### src/rtl/fetch_pkg.sv
// Shared types and constants for the instruction fetch sequencer.
// Holds the FSM state encoding and the PC legality test used on every fetch start.
package fetch_pkg;

  typedef enum logic [2:0] {
    IDLE  = 3'd0,
    FETCH = 3'd1,
    VALID = 3'd2,
    DONE  = 3'd3,
    FAULT = 3'd4
  } state_t;

  localparam int          INSTR_BYTES = 4;
  localparam logic [31:0] ALIGN_MASK  = 32'h0000_0003;

  // A fetch PC is illegal if it is not word aligned or its last byte lies outside memory.
  function automatic logic pc_bad(input logic [31:0] p, input logic [31:0] mem_bytes);
    return ((p & ALIGN_MASK) != 32'h0) || (p > (mem_bytes - 32'(INSTR_BYTES)));
  endfunction

endpackage

### src/rtl/imem_fetch_ctrl_byte_assembler.sv
// Collects the four little-endian bytes of one instruction, one byte per cycle,
// arriving one cycle after each read strobe.
module byte_assembler (
  input  logic        clk,
  input  logic        reset,
  input  logic        load,
  input  logic        clear,
  input  logic [7:0]  byte_in,
  output logic [31:0] word,
  output logic        word_done
);

  logic [1:0]  count;
  logic        pending;
  logic [23:0] merge;

  // Track which reads are awaiting data and shift captured bytes in from the top.
  always_ff @(posedge clk) begin
    if (reset || clear) begin
      count   <= 2'd0;
      pending <= 1'b0;
      merge   <= 24'h0;
    end else begin
      pending <= load;
      if (pending) begin
        merge <= {byte_in, merge[23:8]};
        count <= count + 2'd1;
      end else begin
        merge <= merge;
        count <= count;
      end
    end
  end

  // After three captures merge holds {b2,b1,b0}; the fourth byte arrives on byte_in.
  assign word      = {byte_in, merge};
  assign word_done = pending && (count == 2'd3);

endmodule

### src/rtl/imem_fetch_ctrl.sv
// Instruction fetch sequencer: owns the PC, reads four bytes per instruction and
// hands the assembled word to decode, with redirect, fault and end-of-memory handling.
module imem_fetch_ctrl
  import fetch_pkg::*;
#(
  parameter int          MEM_BYTES = 32,
  parameter int          ADDR_W    = 5,
  parameter logic [31:0] RESET_PC  = 32'h0
) (
  input  logic              clk,
  input  logic              reset,
  input  logic              enable,
  output logic              mem_rd_en,
  output logic [ADDR_W-1:0] mem_addr,
  input  logic [7:0]        mem_rdata,
  output logic              instr_valid,
  output logic [31:0]       instr,
  output logic [31:0]       instr_pc,
  input  logic              instr_ready,
  input  logic              redirect_valid,
  input  logic [31:0]       redirect_pc,
  output logic [31:0]       pc,
  output logic              done,
  output logic              fault
);

  localparam logic [31:0] MEM_LIMIT = 32'(MEM_BYTES);

  state_t      state;
  logic [1:0]  issue_cnt;
  logic        redirect_take;
  logic        handshake;
  logic [31:0] pc_next4;
  logic        start_fetch;
  logic [31:0] start_pc;
  logic        start_bad;
  logic [31:0] asm_word;
  logic        asm_done;

  assign redirect_take = redirect_valid && ((state == FETCH) || (state == VALID) || (state == DONE));
  assign handshake     = instr_valid && instr_ready;
  assign pc_next4      = pc + 32'd4;

  byte_assembler u_asm (
    .clk       (clk),
    .reset     (reset),
    .load      (mem_rd_en),
    .clear     (redirect_take),
    .byte_in   (mem_rdata),
    .word      (asm_word),
    .word_done (asm_done)
  );

  // Decide whether a new fetch starts next cycle and from which PC.
  always_comb begin
    start_fetch = 1'b0;
    start_pc    = pc;
    case (state)
      IDLE: begin
        if (enable) start_fetch = 1'b1;
        else        start_fetch = 1'b0;
      end
      FETCH, DONE: begin
        if (redirect_take) begin
          start_fetch = 1'b1;
          start_pc    = redirect_pc;
        end else begin
          start_fetch = 1'b0;
        end
      end
      VALID: begin
        if (redirect_take) begin
          start_fetch = 1'b1;
          start_pc    = redirect_pc;
        end else if (handshake && (pc_next4 != MEM_LIMIT) && enable) begin
          start_fetch = 1'b1;
          start_pc    = pc_next4;
        end else begin
          start_fetch = 1'b0;
        end
      end
      default: start_fetch = 1'b0;
    endcase
    start_bad = pc_bad(start_pc, MEM_LIMIT);
  end

  // Fetch FSM with registered outputs.
  always_ff @(posedge clk) begin
    if (reset) begin
      state       <= IDLE;
      pc          <= RESET_PC;
      issue_cnt   <= 2'd0;
      mem_rd_en   <= 1'b0;
      mem_addr    <= '0;
      instr_valid <= 1'b0;
      instr       <= 32'h0;
      instr_pc    <= 32'h0;
      done        <= 1'b0;
      fault       <= 1'b0;
    end else if (start_fetch) begin
      // Any fetch start (including a redirect) drops a presented word and clears done.
      pc          <= start_pc;
      instr_valid <= 1'b0;
      done        <= 1'b0;
      issue_cnt   <= 2'd0;
      if (start_bad) begin
        state     <= FAULT;
        fault     <= 1'b1;
        mem_rd_en <= 1'b0;
      end else begin
        state     <= FETCH;
        mem_rd_en <= 1'b1;
        mem_addr  <= start_pc[ADDR_W-1:0];
      end
    end else begin
      case (state)
        FETCH: begin
          if (issue_cnt != 2'd3) begin
            mem_rd_en <= 1'b1;
            mem_addr  <= mem_addr + ADDR_W'(1);
            issue_cnt <= issue_cnt + 2'd1;
          end else begin
            mem_rd_en <= 1'b0;
          end
          if (asm_done) begin
            state       <= VALID;
            instr_valid <= 1'b1;
            instr       <= asm_word;
            instr_pc    <= pc;
          end
        end
        VALID: begin
          // A handshake that continues fetching is covered by start_fetch above.
          if (handshake) begin
            instr_valid <= 1'b0;
            if (pc_next4 == MEM_LIMIT) begin
              state <= DONE;
              done  <= 1'b1;
            end else begin
              state <= IDLE;
              pc    <= pc_next4;
            end
          end
        end
        default: state <= state;
      endcase
    end
  end

endmodule

### config.mk
export PLATFORM = sky130hd
export DESIGN_NAME = imem_fetch_ctrl
export DESIGN_NICKNAME = d
export VERILOG_FILES = /design/src/rtl/fetch_pkg.sv /design/src/rtl/imem_fetch_ctrl_byte_assembler.sv /design/src/rtl/imem_fetch_ctrl.sv
export SDC_FILE = /design/constraint.sdc
export NUM_CORES = 1
export LEC_CHECK = 0
export ABC_AREA = 1
export BUFFER_PORTS_ARGS = -buffer_cell sky130_fd_sc_hd__buf_2
export CAP_MARGIN = 20
export CORE_MARGIN = 2
export CORE_UTILIZATION = 52
export DETAILED_ROUTE_END_ITERATION = 8
export PLACE_DENSITY = 0.87
export SLEW_MARGIN = 20
export SYNTH_ARGS = -nofsm -noshare
export SYNTH_HDL_FRONTEND = slang
export SYNTH_SLANG_ARGS = --single-unit
### constraint.sdc
create_clock -name clk -period 7.29 [get_ports clk]
set_input_delay 1.8225 -clock clk [delete_from_list [all_inputs] [get_ports clk]]
set_output_delay 1.8225 -clock clk [all_outputs]
set_load 0.01 [all_outputs]
## Yosys cells after proc, flatten, opt, wreduce, memory -nomap -nowiden

Index checks and enable logic that the tools add are counted.

- Reductions and logical operators: 27
- Order comparisons: 1
- Multiplexer cells: 30
- Multipliers: 0
- Eq/ne operators: 13
- Bitwise operators: 1
- Add/subtract/negate cells: 4
- Divide/modulo/power cells: 0
- Shifts and indexed selects: 0

Operator list:

| operator | count |
|---|---|
| $mux 32 | 7 |
| $pmux 32 s2 | 1 |
| $add 32x3->32 const B | 1 |
| $eq 32x6->1 const B | 1 |
| $gt 32x5->1 const B | 1 |
| $ne 32x6->1 const B | 1 |
| $reduce_bool 32->1 | 1 |
| $mux 5 | 4 |
| $reduce_and 3->1 | 6 |
| $mux 3 | 4 |
| $mux 1 | 10 |
| $ne 2x2->1 const B | 5 |
| $reduce_bool 2->1 | 5 |
| $eq 3x2->1 const B | 2 |
| $ne 3x3->1 const B | 2 |
| $pmux 3 s2 | 1 |
| $add 5x1->5 const B | 1 |
| $logic_and 1x1->1 | 5 |
| $add 2x1->2 const B | 2 |
| $logic_or 1x1->1 | 4 |
| $reduce_and 2->1 | 2 |
| $reduce_or 2->1 | 2 |
| $eq 3x1->1 const B | 1 |
| $logic_not 3->1 | 1 |
| 6 further kinds | 6 |

- ROM bits: 0
- Register bits: 137
- RAM bits: 0
- Input bits: 45
- Logic and storage cells: 89
- Output and inout port bits: 105
- Memories: 0
- Bits in latches: 0

## Depth between registers and ports, before layout

- Depth in word-level cells: 11
- Depth in mapped cells: 29
- Depth with buffers taken out: 28

## Modules after synthesis

From an unflattened synthesis, not the netlist that was laid out.

- Cells, all modules: 1322
- Area, all modules: 8076.5 um^2

By module, submodules not included:

| module | sequential area each (um^2) | times used | area each (um^2) | cells each |
|---|---|---|---|---|
| imem_fetch_ctrl | 2202.1 | 1 | 6884.1 | 1145 |
| byte_assembler | 540.5 | 1 | 1192.4 | 177 |

## Worst setup path before layout

Ideal clock, no wire load.

- Kind: in2reg
- Start point: input port instr_ready
- End point: register mem_addr[4]
- Data arrival time: 3644 ps
- Required time: 7175 ps
- Path buffers: 2
- Setup slack: 3531 ps
- Library setup time: 115 ps
- Stages: 17
- Path through: nand2_1 -> nor2_1 -> clkbuf_1 -> nand3_1 -> nand3_1 -> nand2_1 -> a21oi_1 -> nand2_1 -> nor2_1 -> nand2_1 -> nor2_1 -> nand2_1 -> nand2_2 -> buf_6 -> nand3_1 -> nand2_1 -> nor2_1

- Cells in the longest elaborated chain, start to end: 10
- Elaborated cells on any way between the ends: 18
- Classes of those cells: order compare: 1; eq/ne: 1; mux: 8; reduce/logical: 8

Ends and longest elaborated chain:

| what | RTL line | source |
|---|---|---|
| start: declaration | imem_fetch_ctrl.sv:19 | `input logic instr_ready,` |
| $logic_and 1x1->1 * | imem_fetch_ctrl.sv:41 | `assign handshake = instr_valid && instr_ready;` |
| $logic_and 1x1->1 * (2 in series) | imem_fetch_ctrl.sv:75 | `end else if (handshake && (pc_next4 != MEM_LIMIT) && enable) begin` |
| $mux 32 | imem_fetch_ctrl.sv:75 |  |
| $mux 32 | imem_fetch_ctrl.sv:72 | `if (redirect_take) begin` |
| $pmux 32 s2 | imem_fetch_ctrl.sv:58 | `case (state)` |
| $gt 32x5->1 / $reduce_bool 32->1 (equally long branches) | fetch_pkg.sv:18 | `return ((p & ALIGN_MASK) != 32'h0) \|\| (p > (mem_bytes - 32'(INSTR_BYTES)));` |
| $logic_or 1x1->1 | fetch_pkg.sv:18 |  |
| $ne 2x2->1 (no source line) | - |  |
| $reduce_and 3->1 (no source line) | - |  |
| end signal: assignment | imem_fetch_ctrl.sv:113 | `mem_addr <= start_pc[ADDR_W-1:0];` |
| end signal: assignment | imem_fetch_ctrl.sv:120 | `mem_addr <= mem_addr + ADDR_W'(1);` |
| end: declaration | imem_fetch_ctrl.sv:14 | `output logic [ADDR_W-1:0] mem_addr,` |

Mark *: on every way between the ends. The rest lies on a longest branch, timed or not. The select of a mux whose other input is x is not followed.
A chain may end at the register's enable or synchronous reset.

## Worst setup path after layout

- Start point: register state[0]
- End point: register mem_addr[0]

- Cells in the longest elaborated chain, start to end: 10
- Elaborated cells on any way between the ends: 23
- Classes of those cells: order compare: 1; eq/ne: 4; mux: 8; reduce/logical: 10

Ends and longest elaborated chain:

| what | RTL line | source |
|---|---|---|
| start: declaration | imem_fetch_ctrl.sv:29 | `state_t state;` |
| start signal: assignment | imem_fetch_ctrl.sv:145 | `default: state <= state;` |
| $eq 3x1->1 / $eq 3x2->1 (equally long branches) | imem_fetch_ctrl.sv:40, imem_fetch_ctrl.sv:58, imem_fetch_ctrl.sv:116 |  |
| $logic_or 1x1->1 (2 in series) | imem_fetch_ctrl.sv:40 | `assign redirect_take = redirect_valid && ((state == FETCH) \|\| (state == VALID) \|\| (state == DONE));` |
| $logic_and 1x1->1 | imem_fetch_ctrl.sv:40 |  |
| $mux 32 (on tied branches) | imem_fetch_ctrl.sv:72, imem_fetch_ctrl.sv:64 |  |
| $pmux 32 s2 | imem_fetch_ctrl.sv:58 |  |
| $gt 32x5->1 / $reduce_bool 32->1 (equally long branches) | fetch_pkg.sv:18 |  |
| $logic_or 1x1->1 | fetch_pkg.sv:18 |  |
| $ne 2x2->1 (no source line) | - |  |
| $reduce_and 3->1 (no source line) | - |  |

Several ways; a longest one is shown, not always the timed one. The select of a mux whose other input is x is not followed.

==> impl.org <==
** Outcome
- The run finished with clean final reports.

** Logic synthesis
- Synth top cells by count :: sky130_fd_sc_hd__nand2_1, sky130_fd_sc_hd__nor2_1, sky130_fd_sc_hd__o21ai_0
- Share of synthesized registers carrying an async set or reset :: 0%
- Mux share of post-synthesis cell area :: 0%
- Sequential share of the synthesized area :: 35.7%
- Main combinational cell family by area after synthesis :: simple AND/OR/NAND/NOR gates
- After synthesis the netlist holds a flip-flop and latch count of about 140.
- Counting distinct cell types in the post-synthesis netlist gives 37.
- Synth Area in Compound Gates :: 21.1%
- Cell types occupying the most area after synthesis :: sky130_fd_sc_hd__dfxtp_1, sky130_fd_sc_hd__nand2_1, sky130_fd_sc_hd__o21ai_0
- After Yosys synthesis, full adders, half adders and majority gates account for less than 1% of the synthesized area.
- Instance count of the mapped netlist :: 1,223
- Of the total synthesized cell area, the portion taken by XOR and XNOR cells is 1.03%.
- Dominant register cell in the synthesized netlist :: sky130_fd_sc_hd__dfxtp_1
- Most used standard cell by instance count after synthesis :: sky130_fd_sc_hd__nand2_1
- Summed instance area of the synthesized netlist :: between 7000 and 8000 um^2
- Synthesis Warnings :: 0
- Cell type with the largest total area after synthesis :: sky130_fd_sc_hd__dfxtp_1
- After synthesis, the mean cell area works out to roughly 6.3 um^2.
- Count of flip-flops with a built-in enable after synthesis :: 0
- Synthesis produced a netlist with a net count of between 1,000 and 1,500.
- After synthesis, the largest area contributor takes up a little over a third of total cell area.
- Simple-gate portion of the synthesized area :: 32.3%

** Routing
- The detail route stage leaves a number of antenna-violating nets equal to 0.
- Detailed Routing Iterations Pass 1 :: 5
- Dividing the detail-routed wire length by the instance count gives around 16 um.
- For this run, design rule violations remaining after detail routing come to 0.
- Total wire length :: 25,200 um
- After detailed routing, the number of vias per cell comes to 5.81.
- First DRT Iteration DRCs :: 1,128
- Overall via count from detail_route :: 8,896

** Clock network
- TritonCTS clock tree :: done
- Clock latency reported for the late side of the worst-skew pair :: 0.43 ns
- In this run, CTS created clock tree buffers numbering 17.
- In this run the post-CTS setup repair buffer count came out at 0.
- CTS saw 137 sinks.
- Clock Tree Root :: sky130_fd_sc_hd__clkbuf_16
- Hold Buf Count CTS :: 0
- Clock slew at reported path FFs :: 0.07 ns
- Cells resized by post-CTS repair :: 0
- The H-tree was split into 4 levels.
- The longest clock path from root to sink contains 2 buffers.

** Floorplanning
- Count of standard-cell rows :: 44
- Effective utilization at floorplan :: 53.1%
- Core Area :: 14,500 um^2
- The die covers 15,800 um^2.
- In this run the vertical extent of the chip is 126 um.
- Die width :: 126 um
- For this design the top-level I/O count stands at 150.

** Setup path
- Counting both buffers and inverters, the worst setup path holds a total of 4.
- STA classifies the critical path endpoint as a register.
- The worst register-to-register path has a setup slack of ~2.5 ns.
- Measured in cells, the most critical reg-to-reg path has a length of 19.
- The startpoint identified for the worst register-to-register timing path is state[0]$_SDFFE_PP0P_.
- The critical path goes through inv_1, nor2_2, inv_1, nand2_1, nand2_1, clkinv_1, buf_16, o21ai_0, a22oi_1, a21boi_0, nand2_1, nor2_1, nand2_1, nor2_1, nand2_1, nand2_2, nand3_1, nand2_1, nor2_1.
- For this run, the slowest stage of the critical path takes between 0.7 and 0.8 ns.
- Kind of start point of the critical path :: register
- For this design, the slowest cell found on the critical path is sky130_fd_sc_hd__nor2_2.
- Among the stages of the critical path, the cell type that occurs most often is sky130_fd_sc_hd__nand2_1.
- Dominant delay contributor by cell family on the critical path :: simple AND/OR/NAND/NOR gates
- Cell depth of the worst setup path :: 19
- Data on the critical path is required at its endpoint by 7.60 ns.
- The critical path ends at mem_addr[0]$_SDFFE_PP0P_.
- The endpoint identified for the worst register-to-register timing path is mem_addr[0]$_SDFFE_PP0P_.
- Critical Path Source :: state[0]$_SDFFE_PP0P_
- Data arrives at the worst endpoint at 5.13 ns.
- The critical path is of the reg2reg type.
- Maximum fanout count along the critical path :: 29

** Final layout
- Antenna diode count :: 0
- At the end of the flow, the number of nets in the layout was between 1,000 and 1,500.
- Cells with a size suffix above 1 make up 16.8% of the layout.
- At the end of the flow the core is filled with cells to 62.6%.
- Layout-stage area growth over the synthesis result :: 17.8%
- Design Area, Final :: between 9000 and 10,000 um^2

** Timing
- The number of endpoints with negative hold slack in the final report came to 0.
- Period utilization :: between 60% and 70%
- At the pin with the least slew margin, the transition time is approximately 1.1 ns.
- RSZ-0062 raised after global routing :: no
- Post-route setup TNS :: 0 ns
- Maximum frequency from static timing analysis :: 208 MHz
- Setup violations remaining at the end of the flow were counted as 0.
- The final number of max-transition violations came to 0.
- Final worst path period need :: 4.82 ns
- Layout Skew :: 0.0116 ns
- Across all hold checks on the routed design, the worst slack comes to between 0.4 and 0.5 ns.
- Worst-case headroom to the max-slew limit :: 28.8%

** Global routing
- Total track usage :: 31.4%
- Largest net degree at the start of global routing :: 97
- Grt total ovfl :: 0
- Vias in the first global route :: 8,094
- Initial antenna violation count :: 0
- Wire length of the first global-routing pass :: 40,200 um

** Power and ir drop
- The design draws around 2300 uW.
- Peak supply drop :: ~180 uV
- In this run the static leakage power is 0.00436 uW.
- Power density normalized to cell area :: 255 nW/um^2

** Placed design
- The placed instances occupy a cell area of 8480 um^2.
- Port buffering added around 150 buffers.
- Hpwl dp :: 16,700 um
- Routability-driven placement finished with a final weighted congestion of 0.941.

** Worst hold path
- The min-delay analysis places its worst path in the category reg2reg.
- Worst Min Path Start :: fault$_SDFFE_PP0P_

** Run
- The tool flagged a number of max-cap violations equal to 0.
## kinds of logic (layout without fill, tap and decap cells)
logic type               count (synthesis)  count (layout)
flip-flops                             137             137
AO/OA/AOI/OAI                          297             297
adder cells (fa/ha/maj)                  5               5
buffers and inverters                  174             298
XOR/XNOR                                 9               9
AND/OR/NAND/NOR                        601             601
## metal layers
metal,vias up,global-route usage (%),part of all wire [%]
met3,75,7.15,11
met1,4027,40.3,40
li1,4225,-,-
met5,-,0,0
met2,569,50.8,45
met4,0,12.9,2.9
## how the worst min path moves through the flow
stage,end,slack [ns],depth (start not counted)
finish,fault$_SDFFE_PP0P_,0.46,2
CTS,fault$_SDFFE_PP0P_,0.46,2
global placement,fault$_SDFFE_PP0P_,0.44,2
detailed placement,fault$_SDFFE_PP0P_,0.45,2
floorplan,u_asm.merge[0]$_SDFFE_PP0P_,0.44,2
global route,u_asm.count[1]$_SDFFE_PP0P_,0.48,2
## worst min-delay path, stage by stage (launching register included)
cell,delay [ns]
sky130_fd_sc_hd__dfxtp_1,0.32
sky130_fd_sc_hd__inv_1,0.05
sky130_fd_sc_hd__a21oi_1,0.05
## cell usage in the layout (no fill, tap or decap), types with 8 or more instances in the layout
cell type and n:
sky130_fd_sc_hd__a221oi_1 9, sky130_fd_sc_hd__buf_4 9, sky130_fd_sc_hd__dfxtp_1 137, sky130_fd_sc_hd__o21ai_0 145, sky130_fd_sc_hd__nand2_1 337, sky130_fd_sc_hd__buf_2 149
sky130_fd_sc_hd__inv_1 97, sky130_fd_sc_hd__nand4_1 8, sky130_fd_sc_hd__nor2_2 9, sky130_fd_sc_hd__a21oi_1 104, sky130_fd_sc_hd__nor2_1 146, sky130_fd_sc_hd__nand3_1 81
sky130_fd_sc_hd__o211ai_1 11, sky130_fd_sc_hd__clkbuf_16 17
## report_power, final
group          internal, uW  switching, uW  total, uW
Combinational           187            383        570
Sequential              795           77.3        872
Clock                   498            366        864
Total                  1480            826       2310
## sequential cells by signal, summed over array words and instances (netlist names)
name / flops
done: 1
fault: 1
instr: 32
instr_pc: 32
instr_valid: 1
issue_cnt: 2
mem_addr: 5
mem_rd_en: 1
pc: 32
state: 3
u_asm.count: 2
u_asm.merge: 24
u_asm.pending: 1
## stage by stage
step,setup WS (ns),instances
final,2.47,1531
after global routing,2.10,1531
after CTS,2.61,1531
after detailed placement,2.50,1499
after global placement,2.49,1498
after floorplan,3.53,1223
## layout make-up
cell class / count / area (um^2)
sequential: 137 / 2740
tap: 184 / 230
inverter: 107 / 403
clock inverter: 12 / 126
timing repair buffer: 159 / 841
fill: 1321 / 5420
multi-input combinational: 912 / 4260
clock buffer: 20 / 457
(Power assumes the default switching activity.)
